<file path="config.mk">
export PLATFORM = sky130hd
export DESIGN_NAME = sum_latch_uart_tx
export DESIGN_NICKNAME = d
export VERILOG_FILES = /design/src/rtl/sum_latch_uart_pkg.sv /design/src/rtl/uart_byte_tx.sv /design/src/rtl/sum_latch_uart_tx.sv
export SDC_FILE = /design/constraint.sdc
export NUM_CORES = 1
export LEC_CHECK = 0
export BUFFER_PORTS_ARGS = -buffer_cell sky130_fd_sc_hd__clkbuf_2
export CORE_MARGIN = 2
export CORE_UTILIZATION = 40
export DETAILED_ROUTE_END_ITERATION = 7
export GPL_TIMING_DRIVEN = 0
export PLACE_DENSITY = 0.6
export SKIP_CTS_REPAIR_TIMING = 1
export SKIP_LAST_GASP = 1
export SLEW_MARGIN = 20
export SYNTH_ARGS = -nofsm -noshare
export SYNTH_HDL_FRONTEND = slang
export SYNTH_HIERARCHICAL = 1
export SYNTH_SLANG_ARGS = --single-unit
</file>
<file path="constraint.sdc">
create_clock -name clk -period 5.2 [get_ports clk]
set_input_delay 0.52 -clock clk [delete_from_list [all_inputs] [get_ports clk]]
set_output_delay 0.52 -clock clk [all_outputs]
set_load 0.01 [all_outputs]
</file>
<file path="src/rtl/sum_latch_uart_pkg.sv">
// Shared definitions for the sum-latch UART transmitter: serialiser FSM states
// and the sizing helpers both the top and the byte serialiser depend on.
package sum_latch_uart_pkg;

   typedef enum logic [1:0] {
      IDLE      = 2'd0,
      START_BIT = 2'd1,
      DATA_BITS = 2'd2,
      STOP_BIT  = 2'd3
   } uart_state_e;

   // WIDTH is capped at 24, so the sum spans at most 4 bytes.
   localparam int MAX_NBYTES = 4;
   localparam int BYTE_IDX_W = 2;

   function automatic int nbytes(input int width);
      return (width + 1 + 7) / 8;
   endfunction

   function automatic int baud_w(input int clks_per_bit);
      return (clks_per_bit > 1) ? $clog2(clks_per_bit) : 1;
   endfunction

endpackage

</file>
<file path="src/rtl/uart_byte_tx.sv">
// 8N1 byte serialiser. Valid/ready: a byte moves when i_valid && o_ready on a rising
// edge; o_ready is high in IDLE and in the final cycle of a stop bit, so bytes chain seamlessly.
module uart_byte_tx
   import sum_latch_uart_pkg::*;
#(
   parameter int CLKS_PER_BIT = 104
) (
   input  logic                              clk,
   input  logic                              rst,
   input  logic                              i_valid,
   input  logic [7:0]                        i_data,
   output logic                              o_ready,
   output logic                              o_tx,
   output logic [1:0]                        o_state,
   output logic [baud_w(CLKS_PER_BIT)-1:0]   o_baud
);

   localparam int BAUD_W = baud_w(CLKS_PER_BIT);
   localparam logic [BAUD_W-1:0] BAUD_LAST = BAUD_W'(CLKS_PER_BIT - 1);

   uart_state_e       r_state;
   logic [BAUD_W-1:0] r_baud;
   logic [2:0]        r_bit_idx;
   logic [7:0]        r_shift;
   logic              r_tx;
   logic              w_baud_end;
   logic              w_take;

   assign w_baud_end = (r_baud == BAUD_LAST);
   assign o_ready    = (r_state == IDLE) || ((r_state == STOP_BIT) && w_baud_end);
   assign w_take     = i_valid && o_ready;
   assign o_tx       = r_tx;
   assign o_state    = r_state;
   assign o_baud     = r_baud;

   always_ff @(posedge clk or posedge rst) begin
      if (rst) begin
         r_state   <= IDLE;
         r_baud    <= '0;
         r_bit_idx <= '0;
         r_shift   <= '0;
         r_tx      <= 1'b1;
      end else if (w_take) begin
         r_state   <= START_BIT;
         r_baud    <= '0;
         r_bit_idx <= '0;
         r_shift   <= i_data;
         r_tx      <= 1'b0;
      end else begin
         case (r_state)
            IDLE: begin
               r_baud <= '0;
               r_tx   <= 1'b1;
            end
            START_BIT: begin
               if (w_baud_end) begin
                  r_state <= DATA_BITS;
                  r_baud  <= '0;
                  r_tx    <= r_shift[0];
                  r_shift <= {1'b0, r_shift[7:1]};
               end else begin
                  r_baud <= r_baud + 1'b1;
               end
            end
            DATA_BITS: begin
               if (w_baud_end) begin
                  r_baud <= '0;
                  if (r_bit_idx == 3'd7) begin
                     r_state   <= STOP_BIT;
                     r_bit_idx <= '0;
                     r_tx      <= 1'b1;
                  end else begin
                     r_bit_idx <= r_bit_idx + 1'b1;
                     r_tx      <= r_shift[0];
                     r_shift   <= {1'b0, r_shift[7:1]};
                  end
               end else begin
                  r_baud <= r_baud + 1'b1;
               end
            end
            STOP_BIT: begin
               // Reaching here at the end of the stop bit means no byte followed.
               if (w_baud_end) begin
                  r_state <= IDLE;
                  r_baud  <= '0;
                  r_tx    <= 1'b1;
               end else begin
                  r_baud <= r_baud + 1'b1;
               end
            end
            default: begin
               r_state <= IDLE;
               r_baud  <= '0;
               r_tx    <= 1'b1;
            end
         endcase
      end
   end

endmodule

</file>
<file path="src/rtl/sum_latch_uart_tx.sv">
// Latches a+b on an accepted start and sends it LSB byte first over 8N1 UART.
// busy drops and done pulses in the last cycle of the final stop bit, so a new start chains with no gap.
module sum_latch_uart_tx
   import sum_latch_uart_pkg::*;
#(
   parameter int WIDTH        = 4,
   parameter int CLKS_PER_BIT = 104
) (
   input  logic             clk,
   input  logic             rst,
   input  logic [WIDTH-1:0] a,
   input  logic [WIDTH-1:0] b,
   input  logic             start,
   output logic [WIDTH:0]   sum_q,
   output logic             tx,
   output logic             busy,
   output logic             done
);

   localparam int NBYTES = nbytes(WIDTH);
   localparam int EXT_W  = NBYTES * 8;
   localparam int BAUD_W = baud_w(CLKS_PER_BIT);
   localparam logic [BYTE_IDX_W-1:0] LAST_BYTE = BYTE_IDX_W'(NBYTES - 1);
   localparam logic [BAUD_W-1:0]     BAUD_PRE  = BAUD_W'(CLKS_PER_BIT - 2);

   logic [WIDTH:0]          r_sum;
   logic [BYTE_IDX_W-1:0]   r_byte_idx;
   logic                    r_busy;
   logic                    r_done;

   logic [WIDTH:0]          w_sum_new;
   logic [EXT_W-1:0]        w_new_ext;
   logic [EXT_W-1:0]        w_sum_ext;
   logic [EXT_W-1:0]        w_src_ext;
   logic [2:0]              w_sel_idx;
   logic [7:0]              w_byte;
   logic                    w_accept;
   logic                    w_next;
   logic                    w_valid;
   logic                    w_ready;
   logic                    w_tx;
   logic [1:0]              w_state;
   logic [BAUD_W-1:0]       w_baud;
   logic                    w_stop_pre;
   logic                    w_final_pre;

   assign w_sum_new = {1'b0, a} + {1'b0, b};
   assign w_new_ext = EXT_W'(w_sum_new);
   assign w_sum_ext = EXT_W'(r_sum);

   assign w_accept = start && !r_busy;
   assign w_next   = r_busy && w_ready && (r_byte_idx != LAST_BYTE);
   assign w_valid  = w_accept || w_next;

   // One cycle before the stop bit's last cycle; on the final byte that is where busy/done flip.
   assign w_stop_pre  = (w_state == STOP_BIT) && (w_baud == BAUD_PRE);
   assign w_final_pre = r_busy && w_stop_pre && (r_byte_idx == LAST_BYTE);

   // The first byte comes straight from the adder so its start bit lands the cycle after accept.
   assign w_src_ext = w_accept ? w_new_ext : w_sum_ext;
   assign w_sel_idx = w_accept ? 3'd0 : ({1'b0, r_byte_idx} + 3'd1);

   always_comb begin
      w_byte = 8'h00;
      for (int k = 0; k < NBYTES; k++) begin
         if (w_sel_idx == 3'(k)) begin
            w_byte = w_src_ext[8*k +: 8];
         end
      end
   end

   always_ff @(posedge clk or posedge rst) begin
      if (rst) begin
         r_sum      <= '0;
         r_byte_idx <= '0;
         r_busy     <= 1'b0;
         r_done     <= 1'b0;
      end else begin
         r_done <= w_final_pre;
         if (w_accept) begin
            r_sum      <= w_sum_new;
            r_byte_idx <= '0;
            r_busy     <= 1'b1;
         end else begin
            if (w_next) begin
               r_byte_idx <= r_byte_idx + 1'b1;
            end
            if (w_final_pre) begin
               r_busy <= 1'b0;
            end
         end
      end
   end

   uart_byte_tx #(
      .CLKS_PER_BIT(CLKS_PER_BIT)
   ) u_byte_tx (
      .clk     (clk),
      .rst     (rst),
      .i_valid (w_valid),
      .i_data  (w_byte),
      .o_ready (w_ready),
      .o_tx    (w_tx),
      .o_state (w_state),
      .o_baud  (w_baud)
   );

   assign sum_q = r_sum;
   assign tx    = w_tx;
   assign busy  = r_busy;
   assign done  = r_done;

endmodule

</file>
==> results.md, run 1 <==
* Status: finished, final reports clean
* Routed wire per std cell at 14.0 µm
* Worst-path clk slew at 0.06 ns
* Layout cells sized above 1 at 20.4%
* Synth Cell Area at 1790 µm²
* Initial DRT Pass Iterations at 4
* F_max at 379 MHz
* Synth Area in Adders at 11.6%
* RSZ-0062 raised after global routing: no
* Area after DPL at 1950 µm²
* Final Slew Violations at 0
* Die span in x at 70.9 µm
* Max-Cap Viols at 0
* GRT overflow at 0
* Setup TNS at 0 ns
* Required @ worst endpoint at 5.39 ns
* Post-Synth Simple-Gate Area at 18.5%
* Register area share after synthesis at 42.0%
* Growth of design area from synthesis to finish at 14.2%
* First-pass GRT wire length at 6260 µm
* I/O pin cnt at 19
* Clock root buffer master: clkbuf_8
* Vias in the first global route at 1379
* Period utilisation layout at 50.7%
* Reg2Reg Depth at 10
* Final Util at 47.3%
* Fillers at 408
* Max-slew headroom at 45.2%
* Max Fanout on Critical Path at 10
* Min-Delay Path Class: in2async
* Post-Route WL at 3550 µm
* Rows at 24
* Residual DRC at 0
* Number of synthesized register bits at 30
* Critical path launch point type: flip-flop
* Avg Cell Area, Syn at 10.4 µm²
* Post-synthesis compound-gate area fraction at 13.8%
* Post-route ant nets at 0
* Ant diodes at 0
* Xor/xnor cell area share of the yosys netlist at 2.93%
* Nets@finish at 227
* Initial antenna violation count at 0
* Iteration-0 DRC Markers at 69
* Count of cell types in the netlist at 47
* Reg2reg setup slack at 2.56 ns
* Longest Clk Path Bufs at 2
* Final min period at 2.64 ns
* GP Congestion at 0.788
* Fin area at 2050 µm²
* Synthesis Warnings at 6
* Synth Instances at 173
* Critical register-to-register path endpoint: u_byte_tx/o_baud[5]$_DFF_PP0_
* Crit Path Class: reg2reg
* Pwr dens at 239 nW/µm²
* Num Clock Sinks at 30
* Placed cells at 245
* Largest family of logic cells by synthesized area: simple AND/OR/NAND/NOR gates
* Top cell type's share of synthesized area at 40.5%
* Mux contribution to synthesized area at 6.77%
* Setup ws final at 2.56 ns
* Fin Hold WS at 0.196 ns
* Cell taking the most area after synthesis: dfrtp_1
* Max VDD drop at 0.163 mV
* Gr usage total at 15.8%
* Chip height at 70.9 µm
* Setup-failing EPs final at 0
* CTS buffer count at 5
* Leakage at 0.960 nW
* Hold Violations, Final at 0
* DR vias/cell at 5.26
* Largest net degree at the start of global routing at 22
* Core box area at 4320 µm²
* Placement Setup Slack at 2.57 ns
* Actual slew at the worst max-slew pin at 0.822 ns
* Hpwl dp at 2750 µm
* Synth area leaders: dfrtp_1 (41%), ha_1 (10%), mux2i_1 (6.1%), o21ai_0 (3.9%), nand2_1 (3.1%)
* CTS tree: done
* Clock Skew at 0.00296 ns
* Max H-tree Level at 2
* Critical Path Sink Type: flip-flop
* Worst R2R Start: u_byte_tx/o_baud[0]$_DFF_PP0_
* Clock Latency Late Sink at 0.28 ns
* Total power at 489 µW
* CP arrival at 2.83 ns
* Die footprint at 5030 µm²
* Number of port buffers at 18
* Non-filler cells, final at 253
* Vias at 1331
* Effective utilization at floorplan at 41.4%
==> cells in the mapped netlist (all sizes together) <==
cell type / number
nand3: 12
a21o: 3
o2111ai: 1
a31oi: 1
a31o: 1
nand2: 15
buf: 3
mux2: 1
o21ai: 18
nor4: 1
xor2: 3
o221a: 1
fa: 1
and3: 1
inv: 10
mux2i: 11
xnor2: 3
dfrtp: 29
ha: 15
nor2b: 2
and2b: 1
a22o: 2
nor2: 13
o21a: 1
nand2b: 2
a221o: 1
nand4b: 2
a21oi: 5
and2: 1
o221ai: 1
dfstp: 1
o2bb2ai: 1
nor3: 3
or3: 3
conb: 1
nor3b: 2
clkbuf: 1
==> worst max path at each step <==
stage	from	end	slack (ns)	cells past startpoint
finish	u_byte_tx/o_baud[0]$_DFF_PP0_	u_byte_tx/o_baud[5]$_DFF_PP0_	2.56	10
global route	u_byte_tx/o_baud[0]$_DFF_PP0_	u_byte_tx/o_baud[5]$_DFF_PP0_	2.40	10
CTS	u_byte_tx/o_baud[0]$_DFF_PP0_	u_byte_tx/o_baud[5]$_DFF_PP0_	2.55	10
detailed placement	u_byte_tx/o_baud[0]$_DFF_PP0_	u_byte_tx/o_baud[5]$_DFF_PP0_	2.57	10
global placement	u_byte_tx/o_baud[0]$_DFF_PP0_	u_byte_tx/o_baud[5]$_DFF_PP0_	2.64	10
floorplan	u_byte_tx/o_baud[0]$_DFF_PP0_	u_byte_tx/o_baud[5]$_DFF_PP0_	2.89	10
==> worst max-delay path: stages (launching register included) <==
cell and delay (ns):
dfrtp_1 0.41, ha_1 0.25, and3_1 0.20, buf_6 0.14, a31o_1 0.22, buf_4 0.17
nand2b_1 0.16, o21ai_0 0.15, clkbuf_1 0.26, a221o_2 0.45, a21oi_1 0.16
==> cell usage in the layout, fill, tap and decap left out, types with 3 or more instances in the layout <==
cell      count
clkbuf_2     18
a21oi_1       4
inv_1         9
mux2i_1      11
o21ai_0      14
xor2_1        3
xnor2_1       3
clkbuf_8      6
o21ai_1       4
nand2_1      15
dfrtp_1      29
nand3_1      11
conb_1        3
nor2_1       12
a21o_1        3
ha_1         15
==> kinds of logic (layout without fill, tap and decap cells) <==
family | Yosys count | count (layout)
and+or+nand+nor | 58 | 58
muxes | 12 | 12
DFF | 30 | 30
xor gates and xnor gates | 6 | 6
adders and majority gates | 16 | 16
other | 1 | 3
buffers and inverters | 14 | 40
AOI/OAI and AO/OA | 36 | 36
==> power by group <==
group	switching, mW	internal [mW]
Sequential	0.00679	0.241
Combinational	0.0279	0.0233
Clock	0.0828	0.107
Total	0.118	0.371
==> per-layer routing <==
metal  track usage [%]  vias to the layer above  part of all wire [%]
li1                  -                      657                     -
met2              26.9                       26                    49
met1              19.5                      640                    45
met5                 0                        -                     0
met3              3.56                        8                   3.5
met4              6.29                        0                   1.6
==> layout make-up <==
type | instances | area [µm²] | share of cell area [%]
well taps | 52 | 65.1 | 3.18
plain buffers | 4 | 37.5 | 1.83
clock buffers | 7 | 86.3 | 4.22
clock inverters | 1 | 5.00 | 0.245
multi-input cells | 131 | 972 | 47.5
flip-flops and latches | 30 | 752 | 36.8
inverters | 10 | 37.5 | 1.83
repair buffers | 18 | 90.1 | 4.40
==> registers in the layout, indices dropped and copies added, names as in the netlist, 2 cells and up <==
name and count:
u_byte_tx/r_bit_idx 3, u_byte_tx/o_state 2, sum_q 5, u_byte_tx/r_shift 8, u_byte_tx/o_baud 7, r_byte_idx 2
Power figures use the tool's default switching activity.
==> run 2, diff against run 1 <==
==> constraint.sdc (replaced) <==
create_clock -name clk -period 2.7 [get_ports clk]
set_input_delay 0.27 -clock clk [delete_from_list [all_inputs] [get_ports clk]]
set_output_delay 0.27 -clock clk [all_outputs]
set_load 0.01 [all_outputs]
==> run 2 against run 1 <==
- register-to-register slack got worse by 2.3 ns
- global-route usage unchanged
- core utilization increased by 0.43 points
- highest routed layer unchanged
- first-iteration DRC count decreased by 14%
- sequential share of layout area decreased by 0.33 points
- die area unchanged
- fmax increased by 6.8%
- via count increased by 0.53%
- sequential power increased by 93%
- count of clock-buffer cells in the layout unchanged
- critical endpoint unchanged
==> results.md, run 2 (synthesis gave the netlist of run 1 again) <==
* Die footprint at 5030 µm² (unchanged)
* Largest register FFs at 8 (unchanged)
* Required @ worst endpoint at 2.89 ns (-2.50 ns)
* Final Slew Violations at 0 (unchanged)
* DR vias/cell at 5.27 (+0.13%)
* Post-route ant nets at 0 (unchanged)
* Period utilisation layout at 91.4% (+41 points)
* Clock Latency Late Sink at 0.28 ns (about the same)
* Commonest non-fill, non-tap cells in the layout: dfrtp_1 (29), clkbuf_2 (18), nand2_1 (15), ha_1 (15), o21ai_0 (14)
* Setup-failing EPs final at 0 (unchanged)
* Max-slew headroom at 45.2% (about the same)
* Crit path cell chain: ha_1, and3_1, buf_6, a31o_1, buf_4, nand2b_4, o21ai_0, buf_2, a221o_2, a21oi_1
* Vias at 1338 (+0.53%)
* Delay of the slowest critical-path stage at 0.42 ns (-0.03 ns)
* Chip height at 70.9 µm (unchanged)
* Pwr dens at 457 nW/µm² (+91%)
* Area after DPL at 1950 µm² (unchanged)
* CTS tree: done
* Max H-tree Level at 2 (unchanged)
* Layout cells sized above 1 at 21.3% (+0.89 points)
* Iteration-0 DRC Markers at 59 (-14%)
* Ant diodes at 0 (unchanged)
* Initial DRT Pass Iterations at 4 (unchanged)
* CP arrival at 2.66 ns (-0.17 ns)
* Post-Route WL at 3550 µm (-0.17%)
* Final min period at 2.47 ns (-0.168 ns)
* Residual DRC at 0 (unchanged)
* Largest Register: u_byte_tx/r_shift
* Leakage at 0.973 nW (+1.3%)
* Status: finished, final reports clean
* Effective utilization at floorplan at 41.4% (unchanged)
* Hpwl dp at 2750 µm (unchanged)
* Final Util at 47.7% (+0.43 points)
* Placed cells at 245 (unchanged)
* Crit Path Class: reg2reg
* Num Clock Sinks at 30 (unchanged)
* Critical Path Sink Type: flip-flop
* Growth of design area from synthesis to finish at 15.2%
* Max-Cap Viols at 0 (unchanged)
* RSZ-0062 raised after global routing: no
* Largest net degree at the start of global routing at 22 (unchanged)
* Rows at 24 (unchanged)
* GRT overflow at 0 (unchanged)
* First-pass GRT wire length at 6260 µm (unchanged)
* Total power at 943 µW (+93%)
* I/O pin cnt at 19 (unchanged)
* Core box area at 4320 µm² (unchanged)
* Actual slew at the worst max-slew pin at 0.821 ns (-0.000206 ns)
* Critical-path top delay cell: a221o_2
* F_max at 405 MHz (+6.8%)
* Max VDD drop at 0.312 mV (+92%)
* GP Congestion at 0.788 (unchanged)
* Gr usage total at 15.8% (unchanged)
* Setup TNS at 0 ns (unchanged)
* Hold Violations, Final at 0 (unchanged)
* Routed wire per std cell at 14.0 µm (-0.56%)
* Clock root buffer master: clkbuf_8
* Clock Skew at 0.00349 ns (+0.000534 ns)
* Min-Delay Path Class: in2reg
* CP Buf/Inv Count at 3 (unchanged)
* Number of port buffers at 18 (unchanged)
* Commonest non-fill, non-tap cell in the layout: dfrtp_1
* CTS buffer count at 5 (unchanged)
* Worst-path clk slew at 0.06 ns (about the same)
* Crit path max-delay family: compound AO/OA/AOI/OAI gates
* Longest Clk Path Bufs at 2 (unchanged)
* Initial antenna violation count at 0 (unchanged)
* Die span in x at 70.9 µm (unchanged)
* Critical path launch point type: flip-flop
* Non-filler cells, final at 254 (+0.40%)
* Vias in the first global route at 1379 (unchanged)
* Fin area at 2060 µm² (+0.92%)
* Max Fanout on Critical Path at 10 (unchanged)
* Nets@finish at 228 (+0.44%)
run 2: worst reg2reg max path: stages, from the launching register on:
cell	delay [ns]
dfrtp_1	0.41
ha_1	0.25
and3_1	0.20
buf_6	0.14
a31o_1	0.22
buf_4	0.18
nand2b_4	0.09
o21ai_0	0.11
buf_2	0.22
a221o_2	0.42
a21oi_1	0.16
run 2: worst paths after layout:
check                                              start                                to  slack (ns)  depth (start not counted)
setup / recovery           u_byte_tx/o_baud[0]$_DFF_PP0_     u_byte_tx/o_baud[5]$_DFF_PP0_        0.23                         10
hold / removal                                     start                  busy$_DFFE_PP0P_        0.29                          3
setup reg to reg           u_byte_tx/o_baud[0]$_DFF_PP0_     u_byte_tx/o_baud[5]$_DFF_PP0_        0.23                         10
hold reg to reg            u_byte_tx/o_baud[0]$_DFF_PP0_     u_byte_tx/o_baud[0]$_DFF_PP0_        0.49                          1
max in group asynchronous                            rst  u_byte_tx/r_shift[2]$_DFFE_PP0P_        1.48                          3
min in group asynchronous                            rst              sum_q[0]$_DFFE_PP0P_        0.50                          3
run 2: layout make-up:
type,count,area (µm²)
clock inverters,1,5.00
clock buffers,7,86.3
repair buffers,19,100
plain buffers,4,38.8
flip-flops and latches,30,752
well taps,52,65.1
multi-input cells,131,980
inverters,10,37.5
fillers,406,2260
run 2: layer usage:
metal | share of wire [%] | up-vias | GRT usage [%]
met1 | 44 | 644 | 19.5
met5 | 0 | - | 0
met4 | 1.6 | 0 | 6.29
met2 | 50 | 28 | 26.9
li1 | - | 658 | -
met3 | 3.5 | 8 | 3.56
run 2: power breakdown:
| part | internal, mW | switching [mW] |
|---|---|---|
| sequential | 0.465 | 0.0131 |
| combinational | 0.0472 | 0.0541 |
| clock | 0.205 | 0.159 |
run 2: metrics by stage:
stage          hold slack [ns]  setup slack [ns]
2_1_floorplan           0.0979             0.392
4_1_cts                -0.0569            0.0528
3_3_place_gp             0.244             0.135
6_report                 0.285             0.232
5_1_grt                  0.304             0.106
3_5_place_dp             0.242            0.0711
